## config.mk

```make
export PLATFORM = sky130hd
export DESIGN_NAME = apb_requester
export DESIGN_NICKNAME = d
export VERILOG_FILES = /design/src/rtl/apb_pkg.sv /design/src/rtl/apb_requester_timeout.sv /design/src/rtl/apb_requester.sv
export SDC_FILE = /design/constraint.sdc
export NUM_CORES = 1
export LEC_CHECK = 0
export CAP_MARGIN = 20
export CORE_ASPECT_RATIO = 1.4
export CORE_UTILIZATION = 25
export DETAILED_ROUTE_END_ITERATION = 7
export GPL_TIMING_DRIVEN = 0
export PLACE_DENSITY = 0.56
export REMOVE_ABC_BUFFERS = 1
export SYNTH_ARGS = -nofsm -noshare
export SYNTH_HDL_FRONTEND = slang
export SYNTH_SLANG_ARGS = --single-unit
```

## constraint.sdc

```tcl
create_clock -name pclk -period 6.1 [get_ports pclk]
set_input_delay 0.915 -clock pclk [delete_from_list [all_inputs] [get_ports pclk]]
set_output_delay 0.915 -clock pclk [all_outputs]
set_load 0.02 [all_outputs]
```

## src/rtl/apb_pkg.sv

```systemverilog
// Shared types for the APB requester: FSM state encoding, default bus widths
// and the response record returned to the initiator.
package apb_pkg;

  localparam int APB_ADDR_W = 32;
  localparam int APB_DATA_W = 32;

  typedef enum logic [1:0] {
    IDLE   = 2'd0,
    SETUP  = 2'd1,
    ACCESS = 2'd2
  } apb_state_e;

  typedef struct packed {
    logic [APB_DATA_W-1:0] rdata;
    logic                  err;
  } apb_rsp_t;

endpackage

```

## src/rtl/apb_requester_timeout.sv

```systemverilog
// ACCESS wait-state counter; o_expire flags the wait cycle that hits LIMIT.
// Only instantiated when APB_REQUESTER_TIMEOUT_EN is defined.
module apb_requester_timeout #(
  parameter int LIMIT = 16
) (
  input  logic pclk,
  input  logic preset,
  input  logic i_clear,
  input  logic i_enable,
  output logic o_expire
);

  localparam int CNT_W = (LIMIT > 1) ? $clog2(LIMIT) : 1;

  logic [CNT_W-1:0] r_count;

  // The wait cycle that would bring the count to LIMIT is the abort cycle.
  assign o_expire = i_enable && (r_count == CNT_W'(LIMIT - 1));

  always_ff @(posedge pclk or posedge preset) begin
    if (preset) begin
      r_count <= '0;
    end else if (i_clear) begin
      r_count <= '0;
    end else if (i_enable) begin
      r_count <= r_count + CNT_W'(1);
    end
  end

endmodule

```

## src/rtl/apb_requester.sv

```systemverilog
// APB3 requester: one valid/ready command -> one SETUP/ACCESS transfer -> one
// buffered response. Define APB_REQUESTER_TIMEOUT_EN to bound ACCESS wait states.
module apb_requester
  import apb_pkg::*;
#(
  parameter int ADDR_W         = APB_ADDR_W,
  parameter int DATA_W         = APB_DATA_W,
  parameter int TIMEOUT_CYCLES = 16
) (
  input  logic              pclk,
  input  logic              preset,
  input  logic              cmd_valid,
  output logic              cmd_ready,
  input  logic              cmd_write,
  input  logic [ADDR_W-1:0] cmd_addr,
  input  logic [DATA_W-1:0] cmd_wdata,
  output logic              rsp_valid,
  input  logic              rsp_ready,
  output logic [DATA_W-1:0] rsp_rdata,
  output logic              rsp_err,
  output logic              psel,
  output logic              penable,
  output logic              pwrite,
  output logic [ADDR_W-1:0] paddr,
  output logic [DATA_W-1:0] pwdata,
  input  logic [DATA_W-1:0] prdata,
  input  logic              pready,
  input  logic              pslverr
);

  apb_state_e        r_state;
  apb_state_e        w_next_state;
  logic              w_cmd_ready;
  logic              w_accept;
  logic              w_complete;
  logic              w_abort;
  logic              w_expire;
  logic              r_pwrite;
  logic [ADDR_W-1:0] r_paddr;
  logic [DATA_W-1:0] r_pwdata;
  logic              r_rsp_valid;
  logic [DATA_W-1:0] r_rsp_rdata;
  logic              r_rsp_err;

  // A pending response blocks new commands, so the one-entry buffer never overflows.
  assign w_cmd_ready = !preset && (r_state == IDLE) && !r_rsp_valid;

`ifdef APB_REQUESTER_TIMEOUT_EN
  apb_requester_timeout #(
    .LIMIT (TIMEOUT_CYCLES)
  ) u_timeout (
    .pclk     (pclk),
    .preset   (preset),
    .i_clear  (w_complete || w_abort),
    .i_enable ((r_state == ACCESS) && !pready),
    .o_expire (w_expire)
  );
`else
  logic w_unused_cfg;
  assign w_unused_cfg = (TIMEOUT_CYCLES < 1);
  assign w_expire     = 1'b0;
`endif

  always_ff @(posedge pclk or posedge preset) begin
    if (preset) begin
      r_state <= IDLE;
    end else begin
      // NOTE: sequential state uses non-blocking assignments so every flop
      // samples pre-edge values regardless of block ordering.
      r_state <= w_next_state;
    end
  end

  always_comb begin
    // NOTE: every output of this block gets a default first; any path that
    // skipped an assignment would otherwise infer a latch.
    w_next_state = r_state;
    w_accept     = 1'b0;
    w_complete   = 1'b0;
    w_abort      = 1'b0;
    psel         = 1'b0;
    penable      = 1'b0;
    case (r_state)
      IDLE: begin
        if (cmd_valid && w_cmd_ready) begin
          w_accept     = 1'b1;
          w_next_state = SETUP;
        end
      end
      SETUP: begin
        psel         = 1'b1;
        w_next_state = ACCESS;
      end
      ACCESS: begin
        psel    = 1'b1;
        penable = 1'b1;
        if (pready) begin
          w_complete   = 1'b1;
          w_next_state = IDLE;
        end else if (w_expire) begin
          w_abort      = 1'b1;
          w_next_state = IDLE;
        end
      end
      default: w_next_state = IDLE;
    endcase
  end

  // Address/data/direction only change on command acceptance, so they hold in IDLE.
  always_ff @(posedge pclk or posedge preset) begin
    if (preset) begin
      r_pwrite    <= 1'b0;
      r_paddr     <= '0;
      r_pwdata    <= '0;
      r_rsp_valid <= 1'b0;
      r_rsp_rdata <= '0;
      r_rsp_err   <= 1'b0;
    end else begin
      if (w_accept) begin
        r_pwrite <= cmd_write;
        r_paddr  <= cmd_addr;
        r_pwdata <= cmd_wdata;
      end
      if (w_complete) begin
        r_rsp_valid <= 1'b1;
        r_rsp_rdata <= r_pwrite ? '0 : prdata;
        r_rsp_err   <= pslverr;
      end else if (w_abort) begin
        r_rsp_valid <= 1'b1;
        r_rsp_rdata <= '0;
        r_rsp_err   <= 1'b1;
      end else if (r_rsp_valid && rsp_ready) begin
        r_rsp_valid <= 1'b0;
      end
    end
  end

  assign cmd_ready = w_cmd_ready;
  assign pwrite    = r_pwrite;
  assign paddr     = r_paddr;
  assign pwdata    = r_pwdata;
  assign rsp_valid = r_rsp_valid;
  assign rsp_rdata = r_rsp_rdata;
  assign rsp_err   = r_rsp_err;

endmodule
```

==> flow_summary.yaml <==
final_layout:
  finalNonFillerCells: 705
  nets: 605
  final_common_cell: "clkdlybuf4s50_1"
  fin_area_mm2: 0.00678
  antenna_cells: 0
  layout-area-overhead-vs-synth_pct: 59.7
  mostFrequentLayoutCells: "clkdlybuf4s50_1 (204), dfrtp_1 (101), mux2_4 (50), o21ai_0 (33)"
  drive_gt1_share_pct: 17.7
  multi_input_area_mm2: 0.00154
  fill_cells: 1595
  regArea_mm2: 0.00253
synth:
  yosys_warnings: 0
  ys_ff_latch: 101
  synth_cell_type_count: 18
  yosysSeqAreaShare_pct: 59.6
  syn_inst: 297
  syn_area_per_cell_um2: 14.3
  syn_area_mm2: 0.00424
die:
  fp.dieH_um: 156
  start_util_pct: 25.4
  num_io_pins: 205
  core_area_mm2: 0.0167
  dieWidth_um: 112
  rows: 56
  die-area_mm2: 0.0175
global_routing:
  grtUsageTotal_pct: 12.5
  antenna_found_initial: 0
  grt_max_degree: 66
  grt_pass1_wl_um: 17100
  grt.busiest_layer: "met2"
  met2_usage_pct: 21.2
  use_met3_pct: 4.04
  use_met1_pct: 14.8
  grt_overflow: 0
  grt_pass1_vias: 3208
run_status:
  status: "finished with violations"
  violations: "design-rule violations"
clocking:
  cts_tree: "yes"
  insertion_delay_ns: 0.34
  clk_path_buf_depth: 2
  postCtsSetupBuffers: 0
  clkTransAtPathRegs_ns: 0.07
  cts_hold_buf: 0
  ctsRootBufferMaster: "clkbuf_16"
  cts.htree.levels: 3
  cts_made_buffers: 9
  postCtsResizedCells: 0
  cts.sinks: 101
worst_setup_path:
  critical_path.top_delay_family: "buffers and inverters"
  cp_num_buf_inv: 2
  worstSetupPathType: "in2out"
  end_kind: "output port"
  worstPathRequired_ns: 5.18
  critPathSlowestCell: "clkdlybuf4s50_1"
  crit_cells: 3
  worstPathArrival_ns: 2.30
  rr_worst_depth: 6
  start_kind: "input pin"
  cpMostUsedCell: "clkdlybuf4s50_1"
  cpPeakStageDelay_ns: 0.64
  path_cells: "clkdlybuf4s50_1 > nor3b_2 > clkdlybuf4s50_1"
  cp_max_fo: 3
placement:
  dpl_cell_area_mm2: 0.00642
  dp_slack_ns: 2.87
  dpl.hpwl_um: 7430
  io_buffers: 204
  gp_congestion: 0.648
  dpl.cell_count: 689
routing:
  firstDrtPassIters: 8
  drtIter0Drc: 92
  wl_per_cell_um: 14.9
  drtAntennaViolNets: 0
  num_vias: 2954
  wl_um: 10500
  drc_errors: 13
  via_per_inst: 4.19
sta:
  relSlewSlack_pct: 42.4
  tightest_slew_ns: 0.865
  fin_crit_sh_pct: 52.7
  fin_skew_ns: 0.00647
  rsz0062_at_grt: "false"
  fin_tns_setup_ns: 0
  min_period_ns: 3.21
  layout_setup_ws_ns: 2.89
  slew_violations: 0
  fmax_mhz: 311
  setup_viol_count_final: 0
  hold_viol: 0
pwr:
  leakagePower_nw: 2.89
  power_density_mw_per_mm2: 525
  p_total_mw: 3.56
  ir_worst_vdd_mv: 0.189
min_path:
  hold_depth: 2
  hold_path_class: "reg2reg"
run:
  max_cap_viol_count: 0
-- logic make-up (layout without fill, tap and decap cells) --
logic type | Yosys count | count (layout) | share of synthesized area (%)
flops | 101 | 101 | 59.6
simple gates | 69 | 69 | 8.49
mux | 68 | 68 | 22.5
compound gates | 34 | 34 | 4.01
buf+inv | 21 | 226 | 4.28
fa+ha+maj | 4 | 4 | 1.18
-- per-layer routing --
metal | routed length, µm | up-vias | part of all wire (%)
li1 | - | 1386 | -
met2 | 5310 | 128 | 50
met5 | 0 | - | 0
met4 | 114 | 0 | 1.1
met3 | 943 | 8 | 9.0
met1 | 4170 | 1432 | 40
-- worst register-to-register path, stage by stage (launching register included) --
cell	delay [ns]
dfrtp_1	0.40
inv_1	0.11
ha_1	0.17
nor3b_2	0.22
and2_4	0.42
buf_16	0.34
mux2_2	0.41
-- through the flow --
| stage | util [%] | hold WS (ns) |
|---|---|---|
| finish | 40.6 | 0.479 |
| CTS | 40.5 | 0.487 |
| detailed placement | 38.5 | 0.471 |
| global route | 40.6 | 0.510 |
| global placement | 38.2 | 0.464 |
| floorplan | - | 0.508 |
-- final cells by class --
| class | instances | share of cell area (%) |
|---|---|---|
| Clock inverter | 3 | 1.02 |
| Multi-Input combinational cell | 175 | 22.7 |
| Inverter | 4 | 0.258 |
| Tap cell | 203 | 3.75 |
| Clock buffer | 12 | 3.78 |
| Sequential cell | 101 | 37.3 |
| Timing Repair Buffer | 207 | 31.2 |
-- state kept, by name, indices dropped and copies added (netlist names) --
register / count
paddr: 32
rsp_err: 1
r_state: 2
rsp_valid: 1
rsp_rdata: 32
pwrite: 1
pwdata: 32
-- where the power goes --
group	internal, mW	switching [mW]
Clock	0.381	0.242
Combinational	0.985	0.774
Sequential	0.984	0.193
Total	2.35	1.21
-- worst paths after layout --
kind / start / endpoint / slack (ns)
hold / removal: rsp_rdata[5] / rsp_rdata[5] / 0.48
setup reg to reg: r_state[0] / paddr[28] / 3.91
max in group asynchronous: preset / paddr[20] / 4.28
min in group asynchronous: preset / r_state[1] / 1.14
hold reg to reg: rsp_rdata[5] / rsp_rdata[5] / 0.48
setup / recovery: preset / cmd_ready / 2.89
-- synthesized netlist by cell type, drive strengths merged --
cell type	n	area, µm²
clkbuf	8	30.0
nor3b	1	12.5
ha	4	50.1
dfrtp	101	2530
or3b	1	8.76
nand2	33	124
nor2b	1	6.26
buf	9	136
o21ai	33	165
mux2	68	953
nand2b	32	200
a21oi	1	5.00
inv	4	15.0
and2	1	8.76
(Power assumes the default switching activity.)
